$ cat src/rtl/s_term_pipe.sv
// s_term_pipe: south-terminal routing tile. Each wire group is forwarded
// north either directly, through a one- or two-cycle delay line, or blanked,
// as chosen by an 11-bit configuration word loaded from frame 0. Outputs are
// held at zero until the tile has received its first configuration word.
//
// Handshake: there is no valid/ready flow control. A configuration write is a
// single-cycle event: FrameStrobe[0]=1 and UserRST=0 at a UserCLK edge loads
// FrameData[10:0]. All other frame strobes are only passed through.

// One wire group: a free-running two-stage delay line plus a mode-selected tap.
module s_term_group #(
    parameter int W = 4
) (
    input  logic         clk,
    input  logic         rst,
    input  logic         enable,
    input  logic [1:0]   mode,
    input  logic [W-1:0] src,
    output logic [W-1:0] dst
);

    logic [W-1:0] stage1;
    logic [W-1:0] stage2;

    // Delay line shifts every cycle in every mode so a mode change never
    // flushes or stalls the data already in flight.
    always_ff @(posedge clk) begin
        if (rst) begin
            stage1 <= '0;
            stage2 <= '0;
        end else begin
            stage1 <= src;
            stage2 <= stage1;
        end
    end

    // Pick the tap named by the mode field; blank everything until configured.
    always_comb begin
        dst = '0;
        if (enable) begin
            case (mode)
                2'b00:   dst = src;
                2'b01:   dst = stage1;
                2'b10:   dst = stage2;
                default: dst = '0;
            endcase
        end
    end

endmodule

module s_term_pipe #(
    parameter int MaxFramesPerCol = 20,
    parameter int FrameBitsPerRow = 32,
    parameter int W1              = 4,
    parameter int W2              = 8,
    parameter int W4              = 16
) (
    input  logic                       UserCLK,
    input  logic                       UserRST,
    input  logic [FrameBitsPerRow-1:0] FrameData,
    input  logic [MaxFramesPerCol-1:0] FrameStrobe,
    output logic [MaxFramesPerCol-1:0] FrameStrobe_O,
    output logic                       UserCLKo,
    input  logic [W1-1:0]              S1END,
    input  logic [W2-1:0]              S2MID,
    input  logic [W2-1:0]              S2END,
    input  logic [W4-1:0]              S4END,
    input  logic [W4-1:0]              SS4END,
    output logic [W1-1:0]              N1BEG,
    output logic [W2-1:0]              N2BEG,
    output logic [W2-1:0]              N2BEGb,
    output logic [W4-1:0]              N4BEG,
    output logic [W4-1:0]              NN4BEG,
    output logic                       Co,
    output logic                       cfg_valid
);

    localparam int CfgBits = 11;

    // The configuration word occupies FrameData[10:0]; narrower frames
    // cannot carry it.
    generate
        if (FrameBitsPerRow < CfgBits) begin : g_frame_too_narrow
            $error("s_term_pipe: FrameBitsPerRow must be at least 11");
        end
    endgenerate

    // Frame data bits above the config word and strobes other than frame 0
    // carry nothing for this tile; fold them into a sink so they are
    // visibly intentional.
    generate
        if (FrameBitsPerRow > CfgBits) begin : g_spare_data
            logic unused_frame_data;
            assign unused_frame_data = ^FrameData[FrameBitsPerRow-1:CfgBits];
        end
        if (MaxFramesPerCol > 1) begin : g_spare_strobes
            logic unused_frame_strobes;
            assign unused_frame_strobes = ^FrameStrobe[MaxFramesPerCol-1:1];
        end
    endgenerate

    logic [CfgBits-1:0] cfg;
    logic               cfg_write;

    // Reset has priority over a frame write landing on the same edge.
    assign cfg_write = FrameStrobe[0] & ~UserRST;

    // Configuration word and its "loaded at least once" flag.
    always_ff @(posedge UserCLK) begin
        if (UserRST) begin
            cfg       <= '0;
            cfg_valid <= 1'b0;
        end else if (cfg_write) begin
            cfg       <= FrameData[CfgBits-1:0];
            cfg_valid <= 1'b1;
        end
    end

    // Clock and strobes are chained to the next tile untouched.
    assign FrameStrobe_O = FrameStrobe;
    assign UserCLKo      = UserCLK;

    // Carry seed comes straight from the top config bit once configured.
    assign Co = cfg_valid & cfg[10];

    s_term_group #(.W(W1)) u_grp_n1 (
        .clk    (UserCLK),
        .rst    (UserRST),
        .enable (cfg_valid),
        .mode   (cfg[1:0]),
        .src    (S1END),
        .dst    (N1BEG)
    );

    s_term_group #(.W(W2)) u_grp_n2 (
        .clk    (UserCLK),
        .rst    (UserRST),
        .enable (cfg_valid),
        .mode   (cfg[3:2]),
        .src    (S2MID),
        .dst    (N2BEG)
    );

    s_term_group #(.W(W2)) u_grp_n2b (
        .clk    (UserCLK),
        .rst    (UserRST),
        .enable (cfg_valid),
        .mode   (cfg[5:4]),
        .src    (S2END),
        .dst    (N2BEGb)
    );

    s_term_group #(.W(W4)) u_grp_n4 (
        .clk    (UserCLK),
        .rst    (UserRST),
        .enable (cfg_valid),
        .mode   (cfg[7:6]),
        .src    (S4END),
        .dst    (N4BEG)
    );

    s_term_group #(.W(W4)) u_grp_nn4 (
        .clk    (UserCLK),
        .rst    (UserRST),
        .enable (cfg_valid),
        .mode   (cfg[9:8]),
        .src    (SS4END),
        .dst    (NN4BEG)
    );

endmodule

$ cat config.mk
export PLATFORM = sky130hd
export DESIGN_NAME = s_term_pipe
export DESIGN_NICKNAME = d
export VERILOG_FILES = /design/src/rtl/s_term_pipe.sv
export SDC_FILE = /design/constraint.sdc
export NUM_CORES = 1
export LEC_CHECK = 0
export ABC_AREA = 1
export CAP_MARGIN = 20
export CORE_ASPECT_RATIO = 1.1
export CORE_MARGIN = 1.5
export CORE_UTILIZATION = 46
export DETAILED_ROUTE_END_ITERATION = 8
export HOLD_SLACK_MARGIN = 0.03
export PLACE_DENSITY = 0.81
export SLEW_MARGIN = 25
export SYNTH_ARGS = -nofsm -noshare
export SYNTH_HDL_FRONTEND = slang
export SYNTH_HIERARCHICAL = 1
export SYNTH_SLANG_ARGS = --single-unit
$ cat constraint.sdc
create_clock -name UserCLK -period 1.3 [get_ports UserCLK]
set_input_delay 0.195 -clock UserCLK [delete_from_list [all_inputs] [get_ports UserCLK]]
set_output_delay 0.195 -clock UserCLK [all_outputs]
set_load 0.02 [all_outputs]
== After elaboration in Yosys (flattened, before gate mapping) ==
Index checks and enable logic that the tools add are counted.

* Mux-type cells: 10
* Reductions and logical operators: 5
* Eq/ne operators: 10
* Bitwise logic cells: 3

{| class="wikitable"
|+ Operator list
! cell !! number
|-
| one-hot mux 16 bit (3 select lines) || 2
|-
| one-hot mux 8 bit (3 select lines) || 2
|-
| two-way mux 16 bit || 2
|-
| two-way mux 8 bit || 2
|-
| one-hot mux 4 bit (3 select lines) || 1
|-
| == test 2 x 1 -> 1 bit, second input constant || 5
|-
| == test 2 bit, second input constant || 5
|-
| logical NOT 2 bit || 5
|-
| two-way mux 4 bit || 1
|-
| bitwise AND 1 bit || 2
|-
| inverter 1 bit || 1
|}

* Flip-flop bits (word level): 116
* Word-level logic and storage cells: 40
* Output and inout port bits: 75
* Input bits: 106

== Longest topological paths before layout ==
Gate-level depths: netlist of the first run.

* Depth in word-level cells: 3
* Depth in mapped cells: 7
* Gate-level depth less buffers: 5

== By module ==
Netlist of the first run, hierarchy kept.

{| class="wikitable"
|+ By module, submodules not included
! module !! cells each !! area each (um2) !! seq. area each (um2) !! times used
|-
| s_term_group (u_grp_n4 ...) || 207 || 1428.9 || 640.6 || 2
|-
| s_term_group (u_grp_n2 ...) || 104 || 718.2 || 320.3 || 2
|-
| s_term_pipe || 75 || 584.3 || 240.2 || 1
|-
| s_term_group (u_grp_n1) || 52 || 342.8 || 160.2 || 1
|}

==> flow_summary.toml, run 1 <==
[run_status]
outcome = "finished with violations"
violations = "setup timing"

[drt]
vias = 5146
drtPass1Iterations = 4
drt_iter0_drc = 266
wire_per_inst_um = 14.75
drc = 0
vias_per_cell = 4.864
postRouteAntennaNets = 0
routed_wl_um = 15610

[critical_path]
reg2reg_from = "cfg[8]"
crit_cells = 7
crit_top_cell = "buf_6"
endpoint_kind = "output pin"
r2r-end = "cfg[8]"
path_class = "reg2out"
crit_path_top_delay_cell = "dfxtp_4"
max_stage_delay_ns = 0.41
path_cells = "nor2_4 > buf_6 > nand2_2 > nand3_2 > nand2_1 > inv_1 > buf_6"
critPathLaunchType = "register"
critPathLaunch = "cfg[9]"
reg2reg_slack_ns = 0.41
r2r_cells = 3
arrival_ns = 1.63
cp.required_ns = 1.11
crit_family = "flip-flops"
path_max_fanout = 7
worst-path-buf-inv = 3
endpoint = "NN4BEG[6]"

[place]
place_inst = 1001
gp_congestion = 0.7936
dpl_cell_area_um2 = 6588
port_buffers = 121
hpwl_um = 8032

[floorplanning]
die_w_um = 104.6
dieHeight_um = 114.7
core_area_um2 = 11010
start_util_pct = 47.42
die_area_um2 = 12000
row_count = 40
io_pins = 181

[global_route]
grt_start_max_net_pins = 54
overflow = 0
antenna_found_initial = 1
grt_usage_pct = 23.69
first_global_vias = 4747
grt_first_pass_wirelength_um = 22340

[worst_hold_path]
hold_start = "S1END[1]"
hold_class = "in2reg"

[timing]
rsz0062_at_grt = "true"
fmax_mhz = 548.7
finalCriticalPeriod_ns = 1.822
clock_skew_ns = 0.005998
min_period_over_period_pct = 140.2
finalHoldViolCount = 0
worst_slack_ns = -0.5224
fin_hold_ws_ns = 0.2327
drv_slew = 0
worst_slew_pin_slew_ns = 0.2379
setup_viol = 54
relSlewSlack_pct = 84.14

[yosys]
syn-num-nets = 855
synth.top_cell.area_share_pct = 44.48
async_reset_ff_share_pct = 0
synth-seq-cells = 116
synth_cells = 749
synth_area_leaders = "dfxtp_1 44%, nand3_1 15%, inv_1 12%"
synth_area_um2 = 5221
synth_edf_count = 0
yosys_warnings = 6
yosysTopAreaCell = "dfxtp_1"
synth.yosys.seq_area_share_pct = 44.48
yosys-top-cells-count = "160 x inv_1, 156 x nand3_1, 128 x nor2_1"
synthMostInstantiatedCell = "inv_1"
avgSynthCellArea_um2 = 6.971
synth_cell_types = 17
ys.flop_type = "dfxtp_1"

[finish]
utilization_pct = 75.10
drive_above_1_share_pct = 34.73
nNetsFinal = 1003
design_area_um2 = 8269
syn_to_final_growth_pct = 58.38
stdcell_count = 1058
fill_cells = 715

[pwr]
p_total_mw = 11.21
power_density_nw_per_um2 = 1356
vdd_drop_max_mv = 0.7566
cellLeakagePower_nw = 4.258

[clocking]
cts_tree = "built"
clkTransAtPathRegs_ns = 0.05
clkLatencyLatePin_ns = 0.52

[flow_run]
maxCapViolCount = 0
worst reg2reg max path, stage by stage, from the launching register on:
cell and delay (ns):
dfxtp_4 0.40, buf_8 0.17, o21ai_0 0.16, nor2_1 0.05
layout by cell type (no fill, tap or decap), drive strengths merged:
cell type,Yosys,final
bufbuf,0,2
clkdlybuf4s50,0,64
clkbuf,10,22
clkinv,0,8
dfxtp,116,116
dlygate4sd2,0,1
diode,0,1
dlygate4sd3,0,1
bufinv,0,4
nand3,156,156
clkinvlp,0,1
buf,49,115
o21ai,11,11
nor2,133,135
inv,169,169
nand2,105,105
metal layers:
layer	wire length (µm)	track usage, %
met4	430	13.52
met3	777	4.592
met5	0	0
met1	6417	28.12
met2	7979	40.48
state kept, by name, summed over array words and instances, names as in the netlist:
name,count
u_grp_n4/stage1,16
u_grp_n4/stage2,16
u_grp_nn4/stage1,16
u_grp_nn4/stage2,16
cfg,11
u_grp_n2/stage1,8
u_grp_n2/stage2,8
u_grp_n2b/stage1,8
u_grp_n2b/stage2,8
u_grp_n1/stage1,4
u_grp_n1/stage2,4
cfg_valid,1
through the flow:
| step | setup WS (ns) | TNS [ns] |
|---|---|---|
| floorplan | 0.05717 | 0 |
| global placement | -0.5110 | -24.79 |
| detailed placement | -0.5176 | -25.21 |
| CTS | -0.5333 | -23.11 |
| global route | -0.6032 | -27.06 |
| finish | -0.5224 | -23.61 |
layout make-up:
class                           instances  area [µm²]  area share, %
Sequential cell                       116        2361          28.55
Multi-Input combinational cell        407        2340          28.29
Timing Repair Buffer                  182        2009          24.30
Inverter                              169       666.9          8.065
Clock buffer                           23       523.0          6.325
Tap cell                              147       183.9          2.224
Clock inverter                         13       182.7          2.209
Antenna cell                            1       2.502        0.03026
report_power, final:
group / total [mW] / internal [mW] / switching [mW]
logic: 1.89 / 0.924 / 0.962
clock network: 5.43 / 3.66 / 1.76
registers: 3.90 / 3.73 / 0.162
worst min path at each step:
stage	endpoint	slack [ns]	cells after the start
2_1_floorplan	cfg_valid	0.26	1
3_3_place_gp	FrameStrobe_O[1]	0.39	0
3_5_place_dp	FrameStrobe_O[1]	0.39	0
4_1_cts	u_grp_nn4/stage1[8]	0.21	3
5_1_grt	u_grp_n1/stage1[3]	0.24	3
6_report	u_grp_n1/stage1[1]	0.23	3
cell families after synthesis:
group                  share of synthesized area (%)
AOI/OAI and AO/OA                              1.054
buffers and inverters                          21.11
DFF                                            44.48
and+or+nand+nor                                33.36
repair_timing:
action                     4_1_cts  5_1_grt
setup buffers                   14        2
hold endpoints to repair        14        0
resized for setup              412      122
pin swaps                       20       32
hold buffers                     1        0
setup endpoints to repair       56       54
cloned                           5        0
Power figures use the tool's default switching activity.
==> run 2, diff against run 1 <==
--- a/config.mk
+++ b/config.mk
@@ -13,6 +13,7 @@
 export DETAILED_ROUTE_END_ITERATION = 8
 export HOLD_SLACK_MARGIN = 0.03
 export PLACE_DENSITY = 0.81
+export SKIP_LAST_GASP = 1
 export SLEW_MARGIN = 25
 export SYNTH_ARGS = -nofsm -noshare
 export SYNTH_HDL_FRONTEND = slang
==> run 2 against run 1 <==
The flow still finishes with violations (setup timing). Largest cell class unchanged. Sequential share of layout area grew 0.25 points. Hold slack lost 0.0010 ns. Clock power is essentially flat. Highest routed layer unchanged. Register-to-register slack is essentially flat. Critical path type unchanged. Final area shrank 0.88%.
==> flow_summary.toml, run 2 (same netlist as run 1, synthesis figures left out) <==
[run_status]
outcome = "finished with violations"
violations = "setup timing"

[critical_path]
critPathLaunchType = "register"
cp.required_ns = 1.11
path_class = "reg2out"
endpoint_kind = "output pin"
path_cells = "nor2_4 > buf_6 > nand2_2 > nand3_2 > nand2_1 > inv_1 > buf_6"
crit_family = "flip-flops"
worst-path-buf-inv = 3
arrival_ns = 1.63
crit_path_top_delay_cell = "dfxtp_4"
max_stage_delay_ns = 0.41
crit_top_cell = "buf_6"
path_max_fanout = 7

[finish]
drive_above_1_share_pct = 33.99
design_area_um2 = 8197
nNetsFinal = 1002
multi_input_area_um2 = 2307
final_common_cell = "inv_1"
mostFrequentLayoutCells = "139 x inv_1, 128 x nor2_1, 105 x dfxtp_1"
fill_cells = 735
stdcell_count = 1057
regArea_um2 = 2361
syn_to_final_growth_pct = 56.99

[place]
pre_cts_slack_ns = -0.5176
port_buffers = 121
gp_congestion = 0.7936
hpwl_um = 8032
dpl_cell_area_um2 = 6588
place_inst = 1001

[global_route]
grt_first_pass_wirelength_um = 22250
grt_usage_pct = 23.64
grt_start_max_net_pins = 54
antenna_found_initial = 1
overflow = 0
first_global_vias = 4754

[floorplanning]
die_w_um = 104.6
io_pins = 181
core_area_um2 = 11010
die_area_um2 = 12000
start_util_pct = 47.42
dieHeight_um = 114.7
row_count = 40

[drt]
routed_wl_um = 15360
vias_per_cell = 4.879
drt_iter0_drc = 250
wire_per_inst_um = 14.53
postRouteAntennaNets = 0
drtPass1Iterations = 4
vias = 5157
drc = 0

[timing]
finalCriticalPeriod_ns = 1.821
drv_slew = 0
fmax_mhz = 549.2
min_period_over_period_pct = 140.1
setup_viol = 54
worst_slack_ns = -0.5209
clock_skew_ns = 0.006389
worst_slew_pin_slew_ns = 0.2341
finalHoldViolCount = 0
relSlewSlack_pct = 84.39
rsz0062_at_grt = "true"
finalSetupTns_ns = -23.61

[clocking]
cts_tree = "built"
clkLatencyLatePin_ns = 0.51
clkTransAtPathRegs_ns = 0.05

[pwr]
power.share.sequential_pct = 34.8
switching_share_pct = 25.68
power.share.clock_pct = 48.5
power_density_nw_per_um2 = 1364
pwr-share-comb_pct = 16.6
vdd_drop_max_mv = 0.7768
p_int_mw = 8.306
switching_power_mw = 2.870
cellLeakagePower_nw = 4.228

[flow_run]
maxCapViolCount = 0

[worst_hold_path]
hold_class = "in2reg"
## run 2: layout make-up
cell class / count / share of cell area (%)
Multi-Input combinational cell: 407 / 28.15
Clock buffer: 23 / 6.381
Timing Repair Buffer: 181 / 24.06
Antenna cell: 1 / 0.03053
Sequential cell: 116 / 28.80
Clock inverter: 13 / 2.229
Tap cell: 147 / 2.244
Inverter: 169 / 8.106
## run 2: metal layers
| layer | track usage [%] | up-vias | wire length (µm) |
|---|---|---|---|
| met1 | 28.19 | 2413 | 6382 |
| li1 | - | 2520 | - |
| met5 | 0 | - | 0 |
| met3 | 4.762 | 37 | 785 |
| met4 | 14.52 | 0 | 475 |
| met2 | 39.61 | 187 | 7720 |
## run 2: power groups by stage
| stage | Sequential, mW | Combinational, mW | Clock, mW |
|---|---|---|---|
| 2_1_floorplan | 3.88 | 0.919 | 0.0899 |
| 3_3_place_gp | 3.92 | 1.41 | 0.103 |
| 3_5_place_dp | 3.93 | 1.43 | 0.103 |
| 4_1_cts | 3.87 | 1.65 | 5.46 |
| 5_1_grt | 3.91 | 1.99 | 5.68 |
| 6_report | 3.89 | 1.86 | 5.43 |
## run 2: timing repair
action	4_1_cts	5_1_grt
hold endpoints to repair	14	0
resized for setup	388	130
pin swaps	17	28
cloned	5	0
setup buffers	14	1
hold buffers	1	0
setup endpoints to repair	56	54
## run 2: stage by stage
stage | power (mW) | util [%] | hold WS, ns
final | 11.18 | 74.44 | 0.2317
after floorplan | 4.887 | - | 0.2600
after global routing | 11.58 | 74.44 | 0.2369
after detailed placement | 5.459 | 59.83 | 0.3901
after CTS | 10.98 | 70.40 | 0.2050
after global placement | 5.440 | 59.83 | 0.3901
## run 2: worst paths after layout
check                                          from             endpoint  slack [ns]  depth (start not counted)
worst min-delay path                      S4END[11]  u_grp_n4/stage1[11]        0.23                          3
worst max-delay path                         cfg[9]            NN4BEG[6]       -0.52                          7
worst max register to register               cfg[9]               cfg[9]        0.41                          3
worst min register to register  u_grp_n2b/stage1[7]  u_grp_n2b/stage2[7]        0.42                          2
## run 2: tightest hold or removal path, cell delays in order
cell             delay, ns
clkdlybuf4s50_1       0.42
inv_1                 0.06
nor2_1                0.03
==> run 3, diff against run 2 <==
--- a/config.mk
+++ b/config.mk
@@ -5,14 +5,13 @@
 export SDC_FILE = /design/constraint.sdc
 export NUM_CORES = 1
 export LEC_CHECK = 0
-export ABC_AREA = 1
 export CAP_MARGIN = 20
 export CORE_ASPECT_RATIO = 1.1
 export CORE_MARGIN = 1.5
-export CORE_UTILIZATION = 46
+export CORE_UTILIZATION = 45
 export DETAILED_ROUTE_END_ITERATION = 8
 export HOLD_SLACK_MARGIN = 0.03
-export PLACE_DENSITY = 0.81
+export PLACE_DENSITY = 0.8
 export SKIP_LAST_GASP = 1
 export SLEW_MARGIN = 25
 export SYNTH_ARGS = -nofsm -noshare
==> run 3 against run 2 <==
The flow still finishes with violations (setup timing). Largest cell class is now multi-input combinational cells. Area after synthesis down 2.7%. Highest routed layer unchanged. Setup slack got worse by 0.053 ns. Combinational power fell by 18%. Routed wire length fell by 19%. Via count down 24%.
==> flow_summary.toml, run 3 <==
[run_status]
outcome = "finished with violations"
violations = "setup timing"

[finish]
nNetsFinal = 738
regArea_um2 = 2342
fill_cells = 790
syn_to_final_growth_pct = 46.90
utilization_pct = 68.08
mostFrequentLayoutCells = "110 x dfxtp_1, 98 x nor2b_1, 64 x clkdlybuf4s50_1"
multi_input_area_um2 = 2367
final_common_cell = "dfxtp_1"
design_area_um2 = 7462
diodes = 0
drive_above_1_share_pct = 22.67
stdcell_count = 791

[critical_path]
max_stage_delay_ns = 0.43
reg2reg_from = "cfg[5]"
path_class = "reg2out"
r2r_cells = 4
crit_family = "flip-flops"
worst-path-buf-inv = 2
crit_path_top_delay_cell = "dfxtp_4"
reg2reg_slack_ns = 0.37
path_max_fanout = 5
r2r-end = "cfg[5]"
arrival_ns = 1.68
path_cells = "buf_12 > mux2i_2 > o21ai_1 > and2_1 > buf_6"
endpoint_kind = "output pin"
cp.required_ns = 1.11
critPathLaunchType = "register"

[yosys]
avgSynthCellArea_um2 = 10.02
synth_cells = 507
ys.flop_type = "dfxtp_1"
synth-seq-cells = 116
synthMostInstantiatedCell = "dfxtp_1"
syn-num-nets = 613
synth_edf_count = 0
yosys_warnings = 6
yosysTopAreaCell = "dfxtp_1"
async_reset_ff_share_pct = 0
synth.top_cell.area_share_pct = 45.71
synth.yosys.seq_area_share_pct = 45.71
synth_area_um2 = 5080
synth_area_leaders = "dfxtp_1 46%, mux2i_1 12%, nor2b_1 12%"
yosys-top-cells-count = "116 x dfxtp_1, 98 x nor2b_1, 63 x mux2i_1"
synth_cell_types = 17

[floorplanning]
dieHeight_um = 114.4
core_area_um2 = 10960
die_w_um = 104.3
die_area_um2 = 11940
row_count = 40
io_pins = 181
start_util_pct = 46.35

[worst_hold_path]
hold-path-endpoint = "u_grp_n2b/stage1[6]"
hold_start = "S2END[6]"
min_delay_path_depth = 2
hold_class = "in2reg"

[global_route]
grt_first_pass_wirelength_um = 19970
first_global_vias = 4077
grt_start_max_net_pins = 65
overflow = 0
grt_usage_pct = 21.38
antenna_found_initial = 0

[timing]
drv_slew = 0
worst_slack_ns = -0.5743
rsz0062_at_grt = "true"
worst_slew_pin_slew_ns = 0.2807
relSlewSlack_pct = 81.28
finalHoldViolCount = 0
clock_skew_ns = 0.007490
fmax_mhz = 533.5
fin_hold_ws_ns = 0.2629
min_period_over_period_pct = 144.2
finalSetupTns_ns = -26.32
finalCriticalPeriod_ns = 1.874
setup_viol = 54

[drt]
drtPass1Iterations = 5
vias_per_cell = 4.966
postRouteAntennaNets = 0
drc = 0
routed_wl_um = 12440
vias = 3928
drt_iter0_drc = 171
wire_per_inst_um = 15.72

[place]
pre_cts_slack_ns = -0.5704
hpwl_um = 7104
gp_congestion = 0.7020
place_inst = 742
dpl_cell_area_um2 = 6331
port_buffers = 121

[clocking]
clkTransAtPathRegs_ns = 0.05
clkLatencyLatePin_ns = 0.51
cts_tree = "built"

[pwr]
power_density_nw_per_um2 = 1443
p_total_mw = 10.76
cellLeakagePower_nw = 2.996
vdd_drop_max_mv = 0.6823

[flow_run]
maxCapViolCount = 0
run 3: changes by cell type in the layout (fill, tap and decap cells not counted), sizes merged, moves of 41 or more:
cell    before  now
o21ai       11   52
mux2i        0   63
nand3      156    0
nor2       135   13
nor2b        0   98
inv        169    0
and2         0   53
nand2      105    0
nand3b       0   52
run 3: worst max path at each step:
| stage | endpoint | depth (start not counted) | start | slack [ns] |
|---|---|---|---|---|
| 2_1_floorplan | N4BEG[10] | 2 | cfg_valid | 0.07 |
| 3_3_place_gp | N1BEG[2] | 5 | S1END[2] | -0.54 |
| 3_5_place_dp | N1BEG[3] | 5 | S1END[3] | -0.57 |
| 4_1_cts | N4BEG[3] | 5 | cfg[7] | -0.60 |
| 5_1_grt | N4BEG[5] | 5 | cfg[7] | -0.68 |
| 6_report | N4BEG[5] | 5 | cfg[7] | -0.57 |
run 3: layer usage:
| metal | vias to the layer above | global-route usage [%] | wire length [µm] |
|---|---|---|---|
| met1 | 1882 | 25.85 | 5409 |
| li1 | 1912 | - | - |
| met3 | 8 | 6.887 | 621 |
| met5 | - | 0 | 0 |
| met2 | 126 | 36.10 | 6312 |
| met4 | 0 | 6.944 | 95 |
run 3: area by class of cell:
cell class | instances | area share [%]
clock buffers | 26 | 7.428
clock inverters | 9 | 2.029
flip-flops and latches | 116 | 31.39
repair buffers | 156 | 24.97
multi-input cells | 337 | 31.72
well taps | 147 | 2.465
run 3: where the power goes:
part           internal (mW)  leakage [nW]  total, mW  switching, mW
Clock                   3.75         0.347       5.41           1.66
Combinational          0.877          1.69       1.52          0.646
Sequential              3.73         0.963       3.83         0.0951
Total                   8.36          3.00       10.8           2.40
run 3: what timing repair did:
item,CTS,global route
endpoints found under the hold margin,4,0
pin swaps,40,31
setup buffers,3,2
setup endpoints to repair,56,54
resized for setup,339,43
hold buffers,1,0
gates cloned,8,2
run 3: worst register-to-register path, cell delays in order (launching register included):
cell     delay (ns)
dfxtp_4        0.37
buf_6          0.14
buf_4          0.13
mux2i_1        0.14
nor2_1         0.05
run 3: kinds of logic after synthesis:
group,after synthesis,synth area share [%]
simple gates,222,28.13
buf+inv,54,8.621
compound gates,52,5.123
mux,63,12.41
flops,116,45.71
